===== src/rtl/concat_word_packer.sv =====
// concat_word_packer
// Accepts {tag, payload} pairs over a valid/ready handshake, buffers them in a
// small show-ahead FIFO and presents the packed word {tag, payload} downstream.
// Also keeps a wrapping count of delivered words and supports a synchronous
// flush that empties the FIFO without disturbing that count.

module concat_word_packer #(
  parameter int TAG_W  = 2,
  parameter int DATA_W = 10,
  parameter int DEPTH  = 4
) (
  input  logic                        clk,
  input  logic                        rst,
  input  logic                        flush,
  input  logic                        in_valid,
  output logic                        in_ready,
  input  logic [TAG_W-1:0]            in_tag,
  input  logic [DATA_W-1:0]           in_data,
  output logic                        out_valid,
  input  logic                        out_ready,
  output logic [TAG_W+DATA_W-1:0]     out_word,
  output logic [$clog2(DEPTH):0]      level,
  output logic [7:0]                  word_cnt
);

  localparam int WORD_W = TAG_W + DATA_W;
  localparam int PTR_W  = $clog2(DEPTH);
  localparam int LVL_W  = PTR_W + 1;

  typedef logic [WORD_W-1:0] word_t;

  // Storage and pointer state
  word_t             mem_q [DEPTH];
  logic [PTR_W-1:0]  wr_ptr_q, wr_ptr_d;
  logic [PTR_W-1:0]  rd_ptr_q, rd_ptr_d;
  logic [LVL_W-1:0]  level_q,  level_d;
  logic [7:0]        word_cnt_q, word_cnt_d;

  logic push;
  logic pop;

  // Handshake qualifiers come from registered occupancy only (plus flush),
  // so out_ready never reaches in_ready combinationally.
  assign in_ready  = (level_q != LVL_W'(DEPTH)) & ~flush;
  assign out_valid = (level_q != '0);

  assign push = in_valid  & in_ready;
  assign pop  = out_valid & out_ready;

  // Show-ahead: the head entry is always on the output port.
  assign out_word = mem_q[rd_ptr_q];
  assign level    = level_q;
  assign word_cnt = word_cnt_q;

  // Next-state for pointers, occupancy and the delivered-word counter
  always_comb begin
    // NOTE: every variable gets a default first so no path leaves it unassigned (no latch).
    wr_ptr_d   = wr_ptr_q;
    rd_ptr_d   = rd_ptr_q;
    level_d    = level_q;
    // A pop during flush still counts: that word was delivered.
    word_cnt_d = word_cnt_q + 8'(pop);

    if (flush) begin
      wr_ptr_d = '0;
      rd_ptr_d = '0;
      level_d  = '0;
    end else begin
      if (push) wr_ptr_d = wr_ptr_q + PTR_W'(1);
      if (pop)  rd_ptr_d = rd_ptr_q + PTR_W'(1);
      level_d = level_q + LVL_W'(push) - LVL_W'(pop);
    end
  end

  // Control state registers
  always_ff @(posedge clk or posedge rst) begin
    if (rst) begin
      // NOTE: sequential state uses non-blocking assignments so all registers update together.
      wr_ptr_q   <= '0;
      rd_ptr_q   <= '0;
      level_q    <= '0;
      word_cnt_q <= '0;
    end else begin
      wr_ptr_q   <= wr_ptr_d;
      rd_ptr_q   <= rd_ptr_d;
      level_q    <= level_d;
      word_cnt_q <= word_cnt_d;
    end
  end

  // FIFO storage write port
  always_ff @(posedge clk or posedge rst) begin
    if (rst) begin
      // NOTE: storage is reset deliberately so the show-ahead output is never X.
      for (int i = 0; i < DEPTH; i++) mem_q[i] <= '0;
    end else if (push) begin
      mem_q[wr_ptr_q] <= {in_tag, in_data};
    end
  end

endmodule


===== config.mk =====
export PLATFORM = sky130hd
export DESIGN_NAME = concat_word_packer
export DESIGN_NICKNAME = d
export VERILOG_FILES = /design/src/rtl/concat_word_packer.sv
export SDC_FILE = /design/constraint.sdc
export NUM_CORES = 1
export LEC_CHECK = 0
export CAP_MARGIN = 20
export CELL_PAD_IN_SITES_DETAIL_PLACEMENT = 1
export CELL_PAD_IN_SITES_GLOBAL_PLACEMENT = 1
export CORE_ASPECT_RATIO = 0.9
export CORE_MARGIN = 3
export CORE_UTILIZATION = 48
export DETAILED_ROUTE_END_ITERATION = 6
export DONT_BUFFER_PORTS = 1
export PLACE_DENSITY = 0.74
export SLEW_MARGIN = 10
export SYNTH_ARGS = -nofsm -noshare
export SYNTH_HDL_FRONTEND = slang
export SYNTH_SLANG_ARGS = --single-unit
export TNS_END_PERCENT = 5

===== constraint.sdc =====
create_clock -name clk -period 4.5 [get_ports clk]
set_clock_uncertainty 0.05 [all_clocks]
set_input_delay 0.225 -clock clk [delete_from_list [all_inputs] [get_ports clk]]
set_output_delay 0.225 -clock clk [all_outputs]
set_load 0.01 [all_outputs]

==> results of run 1 <==
==> worst max-delay path, cell delays in order (launching register included) <==
cell and delay, ps:
dfrtp_1 500, or3b_1 540, nand2_1 130, ha_1 250, inv_1 70, ha_1 140
inv_1 50, fa_1 370, xor2_1 160, and2_2 200, nor3_1 110
==> registers in the layout, indices dropped and copies added (netlist names) <==
name      cells
level         3
mem_q        48
rd_ptr_q      2
word_cnt      8
wr_ptr_q      2
==> layout make-up <==
cell class | count | area (sq um) | area share
Sequential cell | 63 | 1580 | 0.461
Multi-Input combinational cell | 109 | 1370 | 0.399
Clock buffer | 11 | 151 | 0.0442
Timing Repair Buffer | 15 | 148 | 0.0431
Tap cell | 84 | 105 | 0.0307
Clock inverter | 5 | 56.3 | 0.0165
Inverter | 5 | 18.8 | 0.00548
==> how the worst max path moves through the flow <==
stage / from / to / slack (ps) / cells past startpoint
global placement: level[1] / level[2] / 2020 / 10
detailed placement: level[1] / level[2] / 1920 / 10
finish: level[1] / level[2] / 1860 / 10
floorplan: level[1] / level[2] / 2090 / 11
global route: level[1] / level[2] / 1680 / 10
CTS: level[1] / level[2] / 1850 / 10
==> synthesized netlist by cell type <==
| library cell | number |
|---|---|
| dfrtp_1 | 63 |
| mux2_4 | 40 |
| mux4_2 | 12 |
| mux2_2 | 9 |
| ha_1 | 8 |
| nor2_1 | 6 |
| xnor2_1 | 6 |
| inv_1 | 5 |
| nand3_1 | 5 |
| and3_4 | 4 |
| buf_12 | 4 |
| nor2b_1 | 3 |
| xor2_1 | 3 |
| and3_1 | 2 |
| clkbuf_1 | 2 |
| nand2_1 | 2 |
| a211oi_1 | 1 |
| a31o_2 | 1 |
| and2_2 | 1 |
| buf_1 | 1 |
| buf_2 | 1 |
| buf_6 | 1 |
| fa_1 | 1 |
| nor3_1 | 1 |
| o311ai_0 | 1 |
| o31a_2 | 1 |
| or3_2 | 1 |
| or3b_1 | 1 |
==> kinds of logic (layout without fill, tap and decap cells) <==
kind of cell | after synthesis | in the layout | share of synthesized area
XOR/XNOR | 9 | 9 | 0.0257
AND/OR/NAND/NOR | 26 | 26 | 0.0522
multiplexers | 61 | 61 | 0.317
AO/OA/AOI/OAI | 4 | 4 | 0.0114
adder cells (fa/ha/maj) | 9 | 9 | 0.0391
buffers and inverters | 14 | 36 | 0.0412
flip-flops | 63 | 63 | 0.514
==> metrics by stage <==
step                      area, sq um  worst slack [ps]
after floorplan                  3070              2090
after global placement           3070              2020
after detailed placement         3070              1920
after CTS                        3420              1850
after global routing             3420              1680
final                            3420              1860
==> power breakdown <==
group / total (uW) / switching, uW / leakage (uW) / internal, uW
clock: 509 / 224 / 0.000105 / 285
sequential: 1040 / 233 / 0.000798 / 806
combinational: 752 / 280 / 0.000623 / 472
==> layer usage <==
layer	global-route usage	wire (um)	vias up
met5	0	0	-
met4	0.0505	67	0
met3	0.0705	277	10
met2	0.324	3210	37
met1	0.219	2710	877
li1	-	-	702
==> out/results.txt, run 1 <==
The die is 81.9 um tall. Entering global routing, the biggest net connects 64 pins. The launch point of the worst reg-to-reg path was level[1]. For the relative slew slack, the log shows 0.378. The tree is rooted in a clkbuf_8. Max-cap violations in this run came to 0. Yosys attributes the largest share of cell area to dfrtp_1, mux2_4, mux4_2.

The library cell used most frequently in the layout, excluding fill and tap cells, is dfrtp_1. Cell depth of the worst hold path: 2. The share of the yosys chip area belonging to registers is 0.514, and the cell area after synthesis is 0.00307 sq mm.

Clock-pin slew was measured on the worst setup and hold paths at 70 ps. Clock insertion delay at the later pin of the skew report: 330 ps. The depth of the CTS H-tree is 3, and the mean post-synth cell area is 16.5 sq um. Row generation in the floorplan step produced 26 rows.

The final count of pins violating max slew was 0; the global-route total usage across every layer was 0.186. The total power density per cell area is 672 mW/mm^2. Counting cells, the worst reg-to-reg path comes to 10. Layout filler cell count: 565.

For the total power, the log shows 2300 uW. The run gives 0 as the number of hold-slack violations in the final timing report. STA classifies the critical path endpoint as a register.

The tools report the buffer depth of the longest clock path as 2. The startpoint identified for the worst hold timing path is in_valid. TritonCTS built the clock tree.

Data on the critical path is required at its endpoint by 4710 ps. Data arrives at the worst endpoint at 2850 ps. The tools report the leakage power as 0.00153 uW.

For this design, the sink count on the clock tree is 63. The fraction of synthesized cell area taken by the top area cell type is 0.514, and the number of nets with antenna violations after routing is 0. The number of global-route vias before repair came out at 1873. In the final routed layout, each cell accounts on average for 21.5 um. The fraction of final layout cells with drive strength greater than 1 is 0.418, and the final total negative setup slack is 0 ps. The initial standard-cell utilization of the core is 0.518, and the largest fanout on the critical path is 9.

Utilization after layout: 0.578. Maximum clock frequency: 0.378 GHz. The tools report the net count after synthesis as 212. The die boundary width was 90.3 um; the worst-case vdd ir drop was 0.304 mV. The synthesized design contains 63 register bits. The tools report the worst-case hold slack as 66.2 ps.

In this run the standard cell core region covers 0.00592 sq mm. The flow ran to the end, and the final reports show no timing, DRC or antenna violations. The smallest clock period supported by the final layout is computed as 2640 ps. The worst setup path is launched from a register. For this run, the post-layout net count is 229.

Summed over all layers, the routed wires come to 6270 um. The filler-free cell count of the finished design was 292; the slew of the pin with the lowest slew margin was 933 ps. After detailed routing, the number of vias per cell comes to 5.57.

The final cycle utilization of the critical path is 0.587. At the end of routability-driven placement, the weighted congestion stood at 0.693. From synthesis to final layout, the design area changed by 11.5%.

After the first detailed-routing iteration, the DRC count stood at 49. Number of top-level pins: 42. Kind of critical path: register to register. The routed layout has 1626 vias.

The path with the worst hold slack has its endpoint at wr_ptr_q[0]. 0 antenna diodes ended up in the layout. Leaving out fill and tap cells, the most frequent cells in the layout are dfrtp_1, mux2_4, dlygate4sd3_1. Setup repair after global routing left no endpoint under its margin. The number of cells upsized or downsized after cts is 0. The initial antenna violation count is 0. Counting the buffers created by CTS gives 9. Setup violations remaining at the end of the flow were counted as 0. In the routed design, unresolved DRC markers number 0.

Instance count of the mapped netlist: 186. In this run the critical register-to-register path is captured at level[2]. The tools report the full die area as 0.00739 sq mm.

The synthesized design spends more area on one cell type than any other, namely dfrtp_1. Port buffering added 0 buffers. Synthesis instantiated 28 different standard cells from the library. The number of search-and-repair iterations in the first detailed-routing pass came out at 4. After clock tree synthesis, the setup repair step added 0 buffers. In this run, placement finished with an instance count of 262.

The first global-routing pass estimated 10300 um of wire. The kind of path behind the tightest hold check was input pin to register. For this run the aggregate overflow at the end of global routing stands at 0.

Detailed placement finished with a half-perimeter wire length of 4040 um. The run gives 1860 ps as the register-to-register setup slack. The tools report the yosys synthesis warning count as 0. For this design, the CTS-stage hold fixing added 14 buffers.
Note: power is estimated with default switching activity, not from simulation.
==> inputs of run 2 (changes only) <==
==> constraint.sdc (replaced) <==
create_clock -name clk -period 2.65 [get_ports clk]
set_clock_uncertainty 0.05 [all_clocks]
set_input_delay 0.1325 -clock clk [delete_from_list [all_inputs] [get_ports clk]]
set_output_delay 0.1325 -clock clk [all_outputs]
set_load 0.01 [all_outputs]
==> run 2 against run 1 <==
Compared with the run above:
- via count is 1.4% lower
- sequential cell count stayed put
- combinational power is 80% higher
- worst hold slack lost 40 ps
- sequential share of layout area fell by 0.43 points
- sequential power rose by 64%
- count of clock-buffer cells in the layout is 2 lower
- critical path type unchanged
==> out/results.txt, run 2 (synthesized netlist as in run 1, its figures left out) <==
The number of flip-flops in the largest register was 48; the clock share of power was 0.209. In this run, CTS created clock tree buffers numbering 9. The number of search-and-repair iterations in the first detailed-routing pass is 5, and the required time of the critical path is 2850 ps. The tools report the wire length on met1 as 2640 um. The total number of vias is 1603, and the longest individual stage delay on the worst path is 470 ps. The kind of critical path is register to register. The final setup violation count was 0; the number of clock sinks was 63. Summed over all layers, the routed wires come to 6120 um. Row generation in the floorplan step produced 26 rows. The worst path in the final design needs a cycle of 2490 ps, including I/O delays and setup.

Clock latency on the worst-skew pair, taken at its later pin, is 330 ps. Of all nets on the critical path, the largest fanout is 6. The fraction of final layout cells with drive strength greater than 1 works out to 0.429. The register name with the most flops was mem_q.

For this run, the post-layout net count is 233. The number of input and output port buffers inserted is 0. Detailed placement ended at an HPWL of 4020 um. Routability-driven placement finished with a final weighted congestion of 0.661.

The final cycle utilization of the critical path is 0.940, and the global-route wire length before repair is 10100 um. The region available for standard cell placement spans 0.00592 sq mm. Once detail routing completed, the nets flagged for antenna violations numbered 0. The detail-routed net length per standard cell was 20.7 um; the utilization after layout was 0.584. The clock passes through at most 2 buffers. The flow ran to the end, and the final reports show no timing, DRC or antenna violations. Setup repair after global routing left no endpoint under its margin.

In the routed design, unresolved DRC markers number 0. After clock tree synthesis, the clock-pin slew on the worst setup and hold paths is 70 ps. The tools report the number of hold-slack violations in the final timing report as 0. In this run the post-CTS setup repair buffer count came out at 0. The switching part of the total was 0.321. The kind of path behind the tightest hold check is input pin to register. The number of global-route vias before repair was 1880. The internal portion of the total power is 2630 uW. TritonCTS built the clock tree. STA puts the critical path data arrival time at 2690 ps. The die covers 0.00739 sq mm. The share of power burned in combinational logic was 0.349; the power share of the sequential group was 0.442.

Relative slew slack: 0.545. The antenna diode count came out at 0. The remaining global-route overflow came out at 0. The area growth from synthesis to layout came out at 12.6%. STA classifies the critical path endpoint as a register. The run gives 0.402 GHz as the maximum clock frequency.

The tools report the max-capacitance violation count as 0. Detailed routing placed a total of 232 um of wire on met3. The element type at the critical path start was a register.

The total power density per cell area was 1120 mW/mm^2; the die span in y was 81.9 um. After routing, the total negative slack on setup checks comes to 0 ps. In this run the horizontal extent of the chip is 90.3 um.

The run gives 0.518 as the initial standard-cell utilization of the core. The per-cell via count in the routed design came out at 5.42. Commonest non-fill, non-tap cell in the layout: dfrtp_1. The root buffer cell chosen for the clock tree is clkbuf_8. The top cell types in the final layout, fill and taps aside, are dfrtp_1, mux2_4, dlygate4sd3_1. The slew of the pin with the lowest slew margin is 683 ps, and the met2 layer wire length in the routed design is 3160 um.

The tools report the leakage power as 0.00154 uW. In this run, the number of DRC markers left after iteration 0 of detailed routing was 31. Final count of pins violating max slew: 0. In this run the count of I/O pins placed on the die edge is 42.

The highest metal layer carrying signal wires in the routed design is met4. The run gives 0.182 as the global-route total usage across every layer. The cell with the biggest individual delay on the critical path was dfrtp_1.

The worst-case vdd ir drop came out at 0.577 mV. The tools report the depth of the CTS H-tree as 3. Traced cell by cell, the critical path runs through or3b_1 > nand2_1 > ha_1 > inv_1 > ha_1 > inv_1 > fa_1 > xor2_1 > and2_2 > nor3_1.

The pin count of the biggest net entering global routing is 52, and the net switching component of the power is 1250 uW. Initial antenna violation count: 0.
[run 2: cell count changes in the layout (fill, tap and decap cells not counted), sizes merged]
cell,before,now
clkbuf,11,9
inv,5,6
clkinvlp,1,2
dlygate4sd3,14,15
buf,1,4
[run 2: per-layer routing]
| layer | track usage | vias to the layer above |
|---|---|---|
| li1 | - | 706 |
| met1 | 0.210 | 854 |
| met5 | 0 | - |
| met2 | 0.327 | 32 |
| met4 | 0.0596 | 0 |
| met3 | 0.0577 | 11 |
[run 2: critical path: cells and delay by family, from the launching register on]
kind / cells / cell delay (ps)
and+or+nand+nor: 4 / 830
adders and majority gates: 3 / 770
DFF: 1 / 470
xor gates and xnor gates: 1 / 170
buffers and inverters: 2 / 120
[run 2: area by class of cell]
cell class              instances  area (sq um)
well taps                      84           105
fillers                       576          2460
clock buffers                   9           124
clock inverters                 7          72.6
multi-input cells             109          1370
flip-flops and latches         63          1580
repair buffers                 19           193
inverters                       5          18.8
[run 2: power groups by stage]
stage	Clock, uW	Combinational (uW)	Sequential (uW)
global route	884	1470	1770
CTS	830	1380	1720
detailed placement	0	1340	1720
global placement	0	1260	1670
floorplan	0	1180	1600
finish	812	1350	1710
[run 2: what timing repair did]
action | CTS | global route
hold buffers | 15 | 0
resized for setup | 0 | 1
setup endpoints to repair | 0 | 1
hold endpoints to repair | 104 | 0
[run 2: worst paths after layout]
check                          start           to  slack, ps  cells past startpoint
min in group asynchronous        rst    mem_q[40]        220                      2
hold / removal                 flush  wr_ptr_q[1]         30                      2
setup reg to reg            level[0]     level[2]        160                     10
max in group asynchronous        rst     level[1]       1530                      4
setup / recovery            level[0]     level[2]        160                     10
hold reg to reg            mem_q[38]    mem_q[38]        460                      1
[run 2: per-stage QoR]
step	cells	hold slack (ps)	power [uW]	setup slack, ps	area, sq um
floorplan	186	231	2780	242	3070
global placement	264	152	2930	318	3090
detailed placement	264	152	3070	118	3090
CTS	295	18.5	3930	88.8	3440
global route	296	25.0	4120	35.6	3460
finish	296	25.7	3880	159	3460
